[src/rtl/bcd_display_scan_ctrl.sv]
// Time-multiplexed BCD scan controller with guard blanking and frame-boundary word swap.
// Optional LEADING_ZERO_BLANK_EN suppresses leading zero digits.
module bcd_display_scan_ctrl #(
  parameter int NUM_DIGITS   = 4,
  parameter int REFRESH_DIV  = 1000,
  parameter int GUARD_CYCLES = 2
) (
  input  logic                    clk,
  input  logic                    rst,
  input  logic                    load,
  input  logic [4*NUM_DIGITS-1:0] data_in,
  output logic                    load_pending,
  output logic [0:3]              bcd,
  output logic [NUM_DIGITS-1:0]   digit_en,
  output logic                    frame_done
);

  localparam int PW = (REFRESH_DIV > 1) ? $clog2(REFRESH_DIV) : 1;
  localparam int IW = $clog2(NUM_DIGITS);
  localparam int DW = 4 * NUM_DIGITS;

  localparam logic [PW-1:0] P_TC   = PW'(REFRESH_DIV - 1);
  localparam logic [PW-1:0] P_GD   = PW'(GUARD_CYCLES);
  localparam logic [IW-1:0] I_LAST = IW'(NUM_DIGITS - 1);

  typedef enum logic {
    GUARD,
    SHOW
  } state_t;

  logic [DW-1:0] shadow;
  logic [DW-1:0] active;
  logic [PW-1:0] presc;
  logic [IW-1:0] idx;
  state_t        state;

  logic          tc;
  logic          boundary;
  logic [PW-1:0] presc_n;
  logic [IW-1:0] idx_n;
  logic [DW-1:0] active_n;
  logic [3:0]    nib_n;
  state_t        state_n;
  logic          lz_n;
  logic          blank_n;
  logic          fd_n;
  logic [NUM_DIGITS-1:0] en_n;

  // Outputs are registered from the values the counters take on this edge,
  // so every output lines up with the slot it describes.
  always_comb begin
    tc       = (presc == P_TC);
    boundary = tc && (idx == I_LAST);
    presc_n  = tc ? '0 : presc + PW'(1);
    idx_n    = idx;
    if (tc) idx_n = (idx == I_LAST) ? '0 : idx + IW'(1);
    active_n = (boundary && load_pending) ? shadow : active;
    nib_n    = active_n[4*int'(idx_n) +: 4];
    fd_n     = (presc_n == P_TC) && (idx_n == I_LAST);
  end

  always_comb begin
    state_n = state;
    unique case (state)
      GUARD: if (presc_n >= P_GD) state_n = SHOW;
      SHOW:  if (tc) state_n = GUARD;
      default: state_n = GUARD;
    endcase
  end

`ifdef LEADING_ZERO_BLANK_EN
  // A zero digit is dark only when every more significant digit is zero too.
  always_comb begin
    lz_n = (idx_n != '0) && (nib_n == 4'd0);
    for (int k = 0; k < NUM_DIGITS; k++) begin
      if (k > int'(idx_n) && active_n[4*k +: 4] != 4'd0)
        lz_n = 1'b0;
    end
  end
`else
  assign lz_n = 1'b0;
`endif

  always_comb begin
    blank_n = (nib_n > 4'd9) || lz_n;
    en_n    = '0;
    if (state_n == SHOW && !blank_n)
      en_n = NUM_DIGITS'(1) << idx_n;
  end

  always_ff @(posedge clk or posedge rst) begin
    if (rst) begin
      shadow       <= '0;
      active       <= '0;
      load_pending <= 1'b0;
    end else begin
      if (load) begin
        shadow       <= data_in;
        load_pending <= 1'b1;
      end else if (boundary) begin
        load_pending <= 1'b0;
      end
      active <= active_n;
    end
  end

  always_ff @(posedge clk or posedge rst) begin
    if (rst) begin
      presc      <= '0;
      idx        <= '0;
      state      <= GUARD;
      bcd        <= 4'b0000;
      digit_en   <= '0;
      frame_done <= 1'b0;
    end else begin
      presc      <= presc_n;
      idx        <= idx_n;
      state      <= state_n;
      bcd        <= nib_n;
      digit_en   <= en_n;
      frame_done <= fd_n;
    end
  end

endmodule

[config.mk]
export PLATFORM = sky130hd
export DESIGN_NAME = bcd_display_scan_ctrl
export DESIGN_NICKNAME = d
export VERILOG_FILES = /design/src/rtl/bcd_display_scan_ctrl.sv
export SDC_FILE = /design/constraint.sdc
export NUM_CORES = 1
export LEC_CHECK = 0
export BUFFER_PORTS_ARGS = -buffer_cell sky130_fd_sc_hd__buf_2
export CAP_MARGIN = 30
export CORE_MARGIN = 2
export CORE_UTILIZATION = 55
export DETAILED_ROUTE_END_ITERATION = 10
export PLACE_DENSITY = 0.76
export SLEW_MARGIN = 10
export SYNTH_ARGS = -nofsm -noshare
export SYNTH_HDL_FRONTEND = slang
export SYNTH_SLANG_ARGS = --single-unit
[constraint.sdc]
create_clock -name clk -period 3.4 [get_ports clk]
set_input_delay 0.17 -clock clk [delete_from_list [all_inputs] [get_ports clk]]
set_output_delay 0.17 -clock clk [all_outputs]
set_load 0.02 [all_outputs]
==> run_results.csv, run 1 <==
group,metric,value,unit
sta,max_slew_margin,52.78,%
pwr,pwr-share-comb,4.2,%
sta,setup_tns,0,ps
clock_network,clock_sinks,55,
routing,firstDrtPassIters,4,
routing,drt_iter0_drc,106,
logic_synthesis,syn_nets,212,
worst_hold_path,hp-start,"data_in[9]",
pwr,p_leak,1.406,nW
global_route,antenna_found_initial,0,
logic_synthesis,ys.flop_type,"dfrtp_1",
pwr,p_int,0.9219,mW
routing,routed_wl,4064,microns
worst_setup_path,crit_path_max_fanout,16,
cells_and_area,post-route-cell-area,0.002734,sq mm
logic_synthesis,synth.avg_cell_area,12.78,sq um
cells_and_area,area_delta_synth_final,13.21,%
sta,setup_viol,0,
sta,hold_violations,0,
logic_synthesis,synth_cell_types,33,
placement,routabilityCongestion,0.8735,
sta,fin_worst_skew,12.14,ps
sta,fin_ws,419.6,ps
clock_network,post-cts-setup-buffers,0,
logic_synthesis,yosysSeqAreaShare,56.99,%
global_route,grt_max_degree,34,
sta,fmax,335.5,MHz
sta,rsz0062_at_grt,"false",
routing,drc_errors,0,
placement,dp_cells,265,
worst_setup_path,r2r-start,"presc[0]$_DFF_PP0_",
sta,period_needed,2980,ps
pwr,switching_share,21.28,%
clock_network,cts_tree,"done",
routing,wl_met1,1886,microns
logic_synthesis,syn_area,0.002415,sq mm
placement,placed_area,0.002608,sq mm
pwr,max-vdd-ir-drop,0.4022,mV
floorplanning,io_pins,29,
global_route,grt.total_usage,18.35,%
placement,dpl_worst_slack,434.8,ps
routing,via_count,1490,
routing,wl_met2,1948,microns
global_route,first_global_vias,1549,
clock_network,clock_latency,310,ps
worst_setup_path,cp.arrival,3230,ps
worst_setup_path,endpoint_kind,"register",
routing,wl_per_cell,14.83,microns
global_route,grt_pass1_wl,7072,microns
worst_setup_path,r2r_setup_slack,420,ps
worst_setup_path,crit_end,"digit_en[0]$_DFF_PP0_",
global_route,overflow,0,
floorplanning,rows,24,
floorplanning,die_area,0.004936,sq mm
routing,viasPerCell,5.438,
placement,port_buffers,28,
cells_and_area,drive_above_1_share,35.59,%
worst_setup_path,startpoint,"presc[0]$_DFF_PP0_",
pwr,powerDensity,428.4,mW/mm^2
clock_network,htreeDepth,2,
routing,top_layer_used,"met4",
flow_run,drv_cap,0,
sta,tightest_slew,707.2,ps
worst_setup_path,r2r_end,"digit_en[0]$_DFF_PP0_",
worst_setup_path,path_class,"reg2reg",
worst_setup_path,cp_data_required_time,3650,ps
floorplanning,die_w,70.26,microns
cells_and_area,fin_cells,274,
logic_synthesis,synth-async-reset-ratio,100.0,%
routing,wl_met3,202,microns
worst_hold_path,hold_path_class,"in2reg",
floorplanning,core,0.004294,sq mm
worst_setup_path,r2r_cells,8,
logic_synthesis,yosys_warnings,0,
clock_network,cts_root_buffer,"clkbuf_8",
cells_and_area,layout.nets,244,
floorplanning,initial_core_util,56.24,%
floorplanning,die_h,70.26,microns
clock_network,cts_made_buffers,5,
clock_network,cts_resized,0,
logic_synthesis,synth_edf_count,0,
pwr,seq_power_share,58.3,%
cells_and_area,final_core_util,63.67,%
logic_synthesis,yosys_register_bits,55,
pwr,power_switching,0.2492,mW
cells_and_area,antennaDiodeCount,0,
status,status,"finished clean",
pwr,clkPwrFrac,37.6,%
routing,ant_nets,0,
sta,maxSlewViolCount,0,
logic_synthesis,synth_cells,189,
clock_network,clk_pin_slew_worst_paths,110,ps
worst_setup_path,startpoint_type,"register",
clock_network,cts_buffer_depth,2,
sta,min_period_over_period,87.66,%
placement,place_hpwl,2943,microns
## final cells by class
type | instances | area (sq um)
inverter | 16 | 60.06
fill | 336 | 1560
multi-input combinational | 111 | 943.4
clock inverter | 3 | 47.55
timing repair buffer | 32 | 172.7
tap | 52 | 65.06
clock buffer | 5 | 68.82
sequential | 55 | 1376
## per-layer routing
metal | up-vias | global-route usage [%]
met1 | 738 | 24.80
li1 | 718 | -
met3 | 4 | 5.195
met2 | 30 | 29.14
met4 | 0 | 5.342
met5 | - | 0
## synthesized netlist by cell type, drive strengths merged, types with 2 or more instances
cell type  count  area share, %
mux2          35             17
o22ai          2           0.52
clkbuf         5           0.78
or3            5            1.3
mux2i          6            2.5
buf            2           0.67
nor3           2           0.41
ha             4            2.1
dfrtp         55             57
a21boi         2           0.62
nand2          6           0.93
nand3          5            1.0
o21ai          2           0.41
a21o           2           0.62
o2111a         3            1.4
xnor2          4            1.5
o211ai         2           0.62
nand4          4            1.0
nor2          12            1.9
inv           16            2.5
and3           4            1.0
xor2           2           0.73
## critical path: stages (launching register included)
cell	delay [ps]
dfrtp_1	420
ha_1	280
nand4b_2	170
or4_4	690
mux2_4	360
mux2_2	260
mux2_4	290
a211oi_4	230
o2111a_1	230
## layout by cell type (no fill, tap or decap), types with 4 or more instances in the layout
| cell | netlist | final |
|---|---|---|
| and3_1 | 4 | 4 |
| buf_2 | 1 | 28 |
| clkbuf_8 | 0 | 5 |
| dfrtp_1 | 55 | 55 |
| ha_1 | 4 | 4 |
| inv_1 | 16 | 15 |
| mux2_2 | 32 | 32 |
| mux2i_1 | 6 | 6 |
| nand2_1 | 6 | 6 |
| nand3_1 | 5 | 5 |
| nand4_1 | 4 | 4 |
| nor2_1 | 12 | 12 |
| or3_1 | 5 | 5 |
| xnor2_1 | 4 | 4 |
## registers in the layout (all words and copies together) (netlist names)
register	cells
active	16
bcd	4
digit_en	4
frame_done	1
idx	2
load_pending	1
presc	10
shadow	16
state	1
## power groups by stage
stage	combinational, mW	clock, mW	sequential [mW]
2_1_floorplan	0.0330	0	0.692
3_3_place_gp	0.0475	0	0.696
3_5_place_dp	0.0497	0	0.696
4_1_cts	0.0506	0.449	0.683
5_1_grt	0.0559	0.476	0.687
6_report	0.0489	0.440	0.682
## cell families after synthesis
| kind of cell | after synthesis | share of synthesized area (%) |
|---|---|---|
| flip-flops | 55 | 56.99 |
| AND/OR/NAND/NOR | 44 | 9.896 |
| multiplexers | 41 | 19.27 |
| buffers and inverters | 23 | 3.938 |
| AO/OA/AOI/OAI | 16 | 5.647 |
| XOR/XNOR | 6 | 2.176 |
| adder cells (fa/ha/maj) | 4 | 2.073 |
## worst min-delay path by stage
stage / slack [ps] / cells after the start / to
after floorplan: 320 / 1 / shadow[10]$_DFFE_PP0P_
after global placement: 310 / 2 / shadow[1]$_DFFE_PP0P_
after detailed placement: 320 / 2 / load_pending$_DFFE_PP0P_
after CTS: 70 / 2 / shadow[9]$_DFFE_PP0P_
after global routing: 70 / 2 / shadow[2]$_DFFE_PP0P_
final: 80 / 2 / shadow[9]$_DFFE_PP0P_
## stage by stage
| step | hold WS, ps | power [mW] |
|---|---|---|
| floorplan | 321.7 | 0.7246 |
| global placement | 306.4 | 0.7432 |
| detailed placement | 315.7 | 0.7457 |
| CTS | 72.33 | 1.183 |
| global route | 65.66 | 1.219 |
| finish | 77.48 | 1.171 |
## what timing repair did
action / in CTS / in global routing
setup endpoints to repair: 0 / 0
hold buffers: 1 / 0
hold endpoints to repair: 32 / 0
Power figures use the tool's default switching activity.
==> run 2, diff against run 1 <==
--- a/config.mk
+++ b/config.mk
@@ -5,6 +5,7 @@
 export SDC_FILE = /design/constraint.sdc
 export NUM_CORES = 1
 export LEC_CHECK = 0
+export ABC_AREA = 1
 export BUFFER_PORTS_ARGS = -buffer_cell sky130_fd_sc_hd__buf_2
 export CAP_MARGIN = 30
 export CORE_MARGIN = 2
==> run 2 against run 1 <==
The flow now finishes with violations (negative hold slack). Maximum frequency increased by 41%. Non-clock buffer count is 3 lower. Global-route usage up 2.6 points. Clock power fell by 14%. Wire length grew 20%. Sequential share of layout area is 1.9 points lower. Via count is 30% higher. Hold slack got worse by 87 ps. Core utilization increased by 0.73 points. Highest routed layer unchanged.
==> run_results.csv, run 2 <==
group,metric,value,unit
logic_synthesis,synth_area_leaders,"dfrtp_1, nand2_1, inv_1",
routing,firstDrtPassIters,4,
floorplanning,io_pins,29,
clock_network,cts_root_buffer,"clkbuf_8",
clock_network,htreeDepth,2,
routing,routed_wl,4862,microns
placement,dp_cells,383,
clock_network,post-cts-setup-buffers,0,
sta,min_period_over_period,61.97,%
clock_network,cts_resized,0,
flow_run,drv_cap,0,
pwr,pwr-share-comb,4.4,%
worst_setup_path,crit_path_max_fanout,24,
placement,port_buffers,28,
clock_network,cts_buffer_depth,2,
logic_synthesis,synth-async-reset-ratio,100.0,%
cells_and_area,final_common_cell,"nand2_1",
cells_and_area,fin_cells,391,
logic_synthesis,yosys_register_bits,55,
worst_setup_path,startpoint_type,"register",
placement,routabilityCongestion,0.8891,
cells_and_area,drive_above_1_share,18.29,%
floorplanning,die_h,72.06,microns
logic_synthesis,synth_edf_count,0,
logic_synthesis,syn_nets,331,
routing,viasPerCell,4.967,
floorplanning,die_w,72.06,microns
cells_and_area,regArea,0.001376,sq mm
sta,hold_violations,17,
cells_and_area,top_regs,"active (16), shadow (16), presc (10)",
cells_and_area,area_delta_synth_final,11.59,%
clock_network,cts_tree,"done",
clock_network,clk_pin_slew_worst_paths,100,ps
cells_and_area,layout.nets,361,
routing,wl_per_cell,12.43,microns
sta,fin_worst_skew,8.852,ps
pwr,powerDensity,389.3,mW/mm^2
worst_setup_path,cp.arrival,2350,ps
placement,dpl_worst_slack,1314,ps
floorplanning,core,0.004414,sq mm
sta,fmax,474.6,MHz
logic_synthesis,syn_area,0.002547,sq mm
pwr,p_leak,1.633,nW
floorplanning,initial_core_util,57.71,%
global_route,antenna_found_initial,0,
global_route,first_global_vias,1813,
status,status,"complete, but fails checks",
clock_network,clock_latency,310,ps
placement,place_hpwl,3603,microns
pwr,seq_power_share,61.3,%
global_route,overflow,0,
worst_setup_path,endpoint_kind,"register",
clock_network,hold_buffers,0,
pwr,power_switching,0.2508,mW
sta,holdWs,-9.769,ps
pwr,clkPwrFrac,34.3,%
sta,setup_tns,0,ps
pwr,max-vdd-ir-drop,0.2261,mV
sta,maxSlewViolCount,0,
status,violations,"negative hold slack",
logic_synthesis,synth_cells,308,
global_route,grt_max_degree,36,
logic_synthesis,ys.flop_type,"dfrtp_1",
sta,setup_viol,0,
sta,fin_ws,1293,ps
logic_synthesis,synth.avg_cell_area,8.271,sq um
sta,max_slew_margin,48.20,%
sta,tightest_slew,775.9,ps
sta,period_needed,2107,ps
floorplanning,die_area,0.005192,sq mm
global_route,grt.total_usage,20.92,%
routing,drc_errors,0,
clock_network,clock_sinks,55,
logic_synthesis,synth.most_common_cell,"nand2_1",
worst_hold_path,hold_path_class,"in2async",
cells_and_area,fillers,360,
pwr,switching_share,22.66,%
routing,drt_iter0_drc,195,
pwr,total_power,1.107,mW
worst_setup_path,cp_data_required_time,3640,ps
cells_and_area,multi_input_area,954.7,sq um
routing,via_count,1942,
cells_and_area,antennaDiodeCount,0,
logic_synthesis,ys_top_cells_by_count,"nand2_1, dfrtp_1, inv_1",
logic_synthesis,yosysTopAreaCell,"dfrtp_1",
pwr,p_int,0.8559,mW
worst_setup_path,path_class,"reg2reg",
logic_synthesis,synth_top_cell_area_share,54.03,%
logic_synthesis,yosys_warnings,0,
cells_and_area,final_cell_mix,"nand2_1, dfrtp_1, inv_1, buf_2, nand3_1",
routing,ant_nets,0,
clock_network,cts_made_buffers,5,
logic_synthesis,yosysSeqAreaShare,54.03,%
global_route,grt_pass1_wl,8328,microns
logic_synthesis,synth_cell_types,25,
floorplanning,rows,24,
sta,rsz0062_at_grt,"false",
run 2: changes by cell type after synthesis, moves of 6 or more:
cell and delta:
inv_1 +28, mux2_2 -32, mux2i_1 -6, nand2_1 +101, nand2_2 +8, nand3_1 +15
nor2_1 +6, nor2_2 +6, o21ai_0 +10
run 2: worst max-delay path: stages, from the launching register on:
cell	delay [ps]
dfrtp_1	430
ha_1	190
nand2_1	140
nor2_4	190
nand4_4	290
nand2_1	170
nand2_1	100
nand2_1	70
nand2_1	60
nor2_2	90
nand2_1	60
nand2_1	70
nand2_2	70
nor2_1	90
run 2: worst paths after layout:
path / start / to / slack (ps) / depth (start not counted)
min in group clk: data_in[7] / shadow[7]$_DFFE_PP0P_ / 50 / 3
max in group asynchronous: rst / shadow[2]$_DFFE_PP0P_ / 2850 / 3
worst min register to register: shadow[7]$_DFFE_PP0P_ / shadow[7]$_DFFE_PP0P_ / 480 / 2
worst max register to register: presc[1]$_DFF_PP0_ / digit_en[0]$_DFF_PP0_ / 1290 / 13
worst min-delay path: rst / presc[9]$_DFF_PP0_ / -10 / 2
worst max-delay path: presc[1]$_DFF_PP0_ / digit_en[0]$_DFF_PP0_ / 1290 / 13
run 2: cells by family after synthesis:
family | after synthesis | synth area share, %
AND/OR/NAND/NOR | 176 | 31.78
flip-flops | 55 | 54.03
buffers and inverters | 55 | 8.497
AO/OA/AOI/OAI | 18 | 3.733
adder cells (fa/ha/maj) | 4 | 1.965
run 2: cell type report:
| class | instances | share of cell area [%] |
|---|---|---|
| clock buffers | 7 | 3.037 |
| clock inverters | 1 | 0.3081 |
| inverters | 49 | 6.470 |
| multi-input cells | 198 | 33.58 |
| flip-flops and latches | 55 | 48.42 |
| well taps | 52 | 2.289 |
| repair buffers | 29 | 5.898 |
run 2: power groups by stage:
stage / sequential (mW) / clock, mW / combinational [mW]
floorplan: 0.689 / 0 / 0.0291
global placement: 0.691 / 0 / 0.0445
detailed placement: 0.692 / 0 / 0.0499
CTS: 0.679 / 0.385 / 0.0501
global route: 0.681 / 0.410 / 0.0577
finish: 0.679 / 0.380 / 0.0484
run 2: metrics by stage:
step	area (sq um)	util, %
3_3_place_gp	2720	61.62
3_5_place_dp	2748	62.24
2_1_floorplan	2547	-
6_report	2843	64.40
4_1_cts	2843	64.40
5_1_grt	2843	64.40
run 2: per-layer routing:
metal / GRT usage [%] / share of wire [%] / vias up
li1: - / - / 1001
met1: 29.03 / 47 / 871
met2: 32.61 / 46 / 59
met3: 4.861 / 4.8 / 11
met4: 7.547 / 2.1 / 0
met5: 0 / 0 / -
==> run 3, diff against run 2 <==
--- a/config.mk
+++ b/config.mk
@@ -9,9 +9,9 @@
 export BUFFER_PORTS_ARGS = -buffer_cell sky130_fd_sc_hd__buf_2
 export CAP_MARGIN = 30
 export CORE_MARGIN = 2
-export CORE_UTILIZATION = 55
+export CORE_UTILIZATION = 52
 export DETAILED_ROUTE_END_ITERATION = 10
-export PLACE_DENSITY = 0.76
+export PLACE_DENSITY = 0.75
 export SLEW_MARGIN = 10
 export SYNTH_ARGS = -nofsm -noshare
 export SYNTH_HDL_FRONTEND = slang
==> constraint.sdc (replaced) <==
create_clock -name clk -period 1.9 [get_ports clk]
set_input_delay 0.095 -clock clk [delete_from_list [all_inputs] [get_ports clk]]
set_output_delay 0.095 -clock clk [all_outputs]
set_load 0.02 [all_outputs]
==> run 3 against run 2 <==
The flow finishes with violations (negative setup slack). Non-clock buffer count is 43 higher. Clock skew increased by 1.4 ps. Maximum frequency rose by 3.4%. First-iteration DRC count grew 4.6%. Core utilization is 7.1 points higher. Clock power up 72%. Clock-buffer cell count decreased by 1. Sequential power increased by 80%. Critical path type unchanged. Worst setup slack got worse by 1400 ps. Wire length grew 23%. Critical endpoint unchanged. Largest cell class unchanged.
==> run_results.csv, run 3 (synthesis gave the netlist of run 2 again) <==
group,metric,value,unit
clock_network,clock_latency,310,ps
pwr,powerDensity,585.6,mW/mm^2
clock_network,cts_buffer_depth,2,
worst_setup_path,cpMostUsedCell,"buf_4",
clock_network,htreeDepth,2,
routing,routed_wl,5993,microns
routing,via_count,2251,
routing,wl_per_cell,13.29,microns
global_route,overflow,0,
worst_setup_path,startpoint_type,"register",
cells_and_area,fin_cells,451,
cells_and_area,multi_input_area,0.001109,sq mm
status,violations,"negative setup slack",
worst_hold_path,hold_path_class,"in2reg",
clock_network,cts_made_buffers,5,
cells_and_area,top_regs,"active (16), shadow (16), presc (10)",
sta,fmax,490.9,MHz
placement,place_hpwl,3478,microns
floorplanning,rows,25,
worst_setup_path,crit_path_max_fanout,4,
worst_setup_path,r2r_setup_slack,-140,ps
worst_setup_path,endpoint_kind,"register",
cells_and_area,final_common_cell,"nand2_1",
placement,dp_cells,413,
clock_network,cts_root_buffer,"clkbuf_8",
global_route,grt_max_degree,56,
cells_and_area,post-route-cell-area,0.003377,sq mm
floorplanning,die_h,73.99,microns
worst_setup_path,cp.arrival,2280,ps
sta,maxSlewViolCount,0,
pwr,total_power,1.977,mW
clock_network,clk_pin_slew_worst_paths,100,ps
sta,tightest_slew,682.9,ps
sta,setup_tns,-530.3,ps
worst_setup_path,startpoint,"presc[1]$_DFF_PP0_",
status,status,"complete, but fails checks",
clock_network,clock_sinks,55,
cells_and_area,drive_above_1_share,27.86,%
sta,max_slew_margin,54.47,%
routing,ant_nets,0,
floorplanning,io_pins,29,
sta,holdWs,176.7,ps
sta,hold_violations,0,
sta,setup_viol,5,
placement,port_buffers,28,
placement,placed_area,0.002859,sq mm
pwr,max-vdd-ir-drop,0.4162,mV
floorplanning,die_area,0.005475,sq mm
cells_and_area,regArea,0.001376,sq mm
cells_and_area,layout.nets,406,
cells_and_area,final_core_util,71.50,%
sta,min_period_over_period,107.2,%
placement,dpl_worst_slack,-143.6,ps
cells_and_area,fillers,350,
pwr,p_leak,1.836,nW
cells_and_area,area_delta_synth_final,32.56,%
placement,routabilityCongestion,0.8456,
global_route,grt.total_usage,23.11,%
worst_setup_path,crit_end,"digit_en[0]$_DFF_PP0_",
cells_and_area,final_cell_mix,"nand2_1, dfrtp_1, inv_1, buf_2, buf_4",
routing,firstDrtPassIters,4,
worst_setup_path,r2r-start,"presc[1]$_DFF_PP0_",
worst_setup_path,path_class,"reg2reg",
global_route,first_global_vias,2237,
sta,fin_worst_skew,10.22,ps
floorplanning,initial_core_util,53.93,%
worst_setup_path,critPathMaxStageDelay,440,ps
worst_setup_path,r2r_cells,12,
sta,period_needed,2037,ps
worst_setup_path,cp_data_required_time,2140,ps
worst_setup_path,r2r_end,"digit_en[0]$_DFF_PP0_",
routing,drt_iter0_drc,204,
cells_and_area,antennaDiodeCount,0,
floorplanning,die_w,73.99,microns
sta,rsz0062_at_grt,"true",
sta,fin_ws,-136.9,ps
global_route,antenna_found_initial,0,
flow_run,drv_cap,0,
routing,drc_errors,0,
clock_network,cts_tree,"done",
global_route,grt_pass1_wl,9694,microns
worst_setup_path,path_cells,"buf_4, buf_4, buf_4, nand4_1, nor2_2, nor2_1, or3_4, nand3_1, nand2_1, inv_1, nand2_2, nor2_1",
routing,viasPerCell,4.991,
floorplanning,core,0.004723,sq mm
worst_setup_path,cp_slowest_cell,"dfrtp_1",
==> run 3: changes by cell type in the layout (fill, tap and decap cells not counted), sizes merged <==
| cell | previous run | this run |
|---|---|---|
| nand4 | 8 | 10 |
| clkinv | 1 | 2 |
| clkbuf | 7 | 6 |
| buf | 29 | 55 |
| dlygate4sd3 | 0 | 17 |
==> run 3: worst min path at each step <==
stage / from / cells past startpoint / end
2_1_floorplan: data_in[11] / 2 / shadow[11]$_DFFE_PP0P_
3_3_place_gp: data_in[11] / 3 / shadow[11]$_DFFE_PP0P_
3_5_place_dp: data_in[14] / 3 / shadow[14]$_DFFE_PP0P_
4_1_cts: load / 3 / shadow[15]$_DFFE_PP0P_
5_1_grt: load / 3 / shadow[14]$_DFFE_PP0P_
6_report: load / 3 / shadow[10]$_DFFE_PP0P_
==> run 3: cell type report <==
class / instances / share of cell area (%)
flip-flops and latches: 55 / 40.76
repair buffers: 72 / 15.67
clock inverters: 2 / 0.5187
multi-input cells: 200 / 32.83
clock buffers: 6 / 2.149
well taps: 67 / 2.482
inverters: 49 / 5.595
==> run 3: where the power goes <==
part / internal (mW) / switching, mW
combinational: 0.0508 / 0.0585
clock: 0.266 / 0.387
sequential: 1.20 / 0.0156
total: 1.52 / 0.461
==> run 3: per-layer routing <==
metal / wire, microns / global-route usage [%] / share of wire (%) / vias to the layer above
li1: - / - / - / 1101
met5: 0 / 0 / 0 / -
met3: 203 / 3.523 / 3.4 / 20
met1: 2558 / 29.16 / 43 / 1058
met4: 231 / 12.12 / 3.9 / 0
met2: 3000 / 38.59 / 50 / 72
==> run 3: timing repair <==
action	4_1_cts	5_1_grt
endpoints found under the setup margin	8	9
setup buffers	7	5
cloned	2	0
pin swaps	7	12
endpoints found under the hold margin	71	0
resized for setup	13	20
hold buffers	17	0
==> run 3: worst max-delay path, delay by kind of cell (launching register included) <==
kind / cells / cell delay (ps)
buffers and inverters: 4 / 440
flip-flops: 1 / 440
AND/OR/NAND/NOR: 8 / 1110
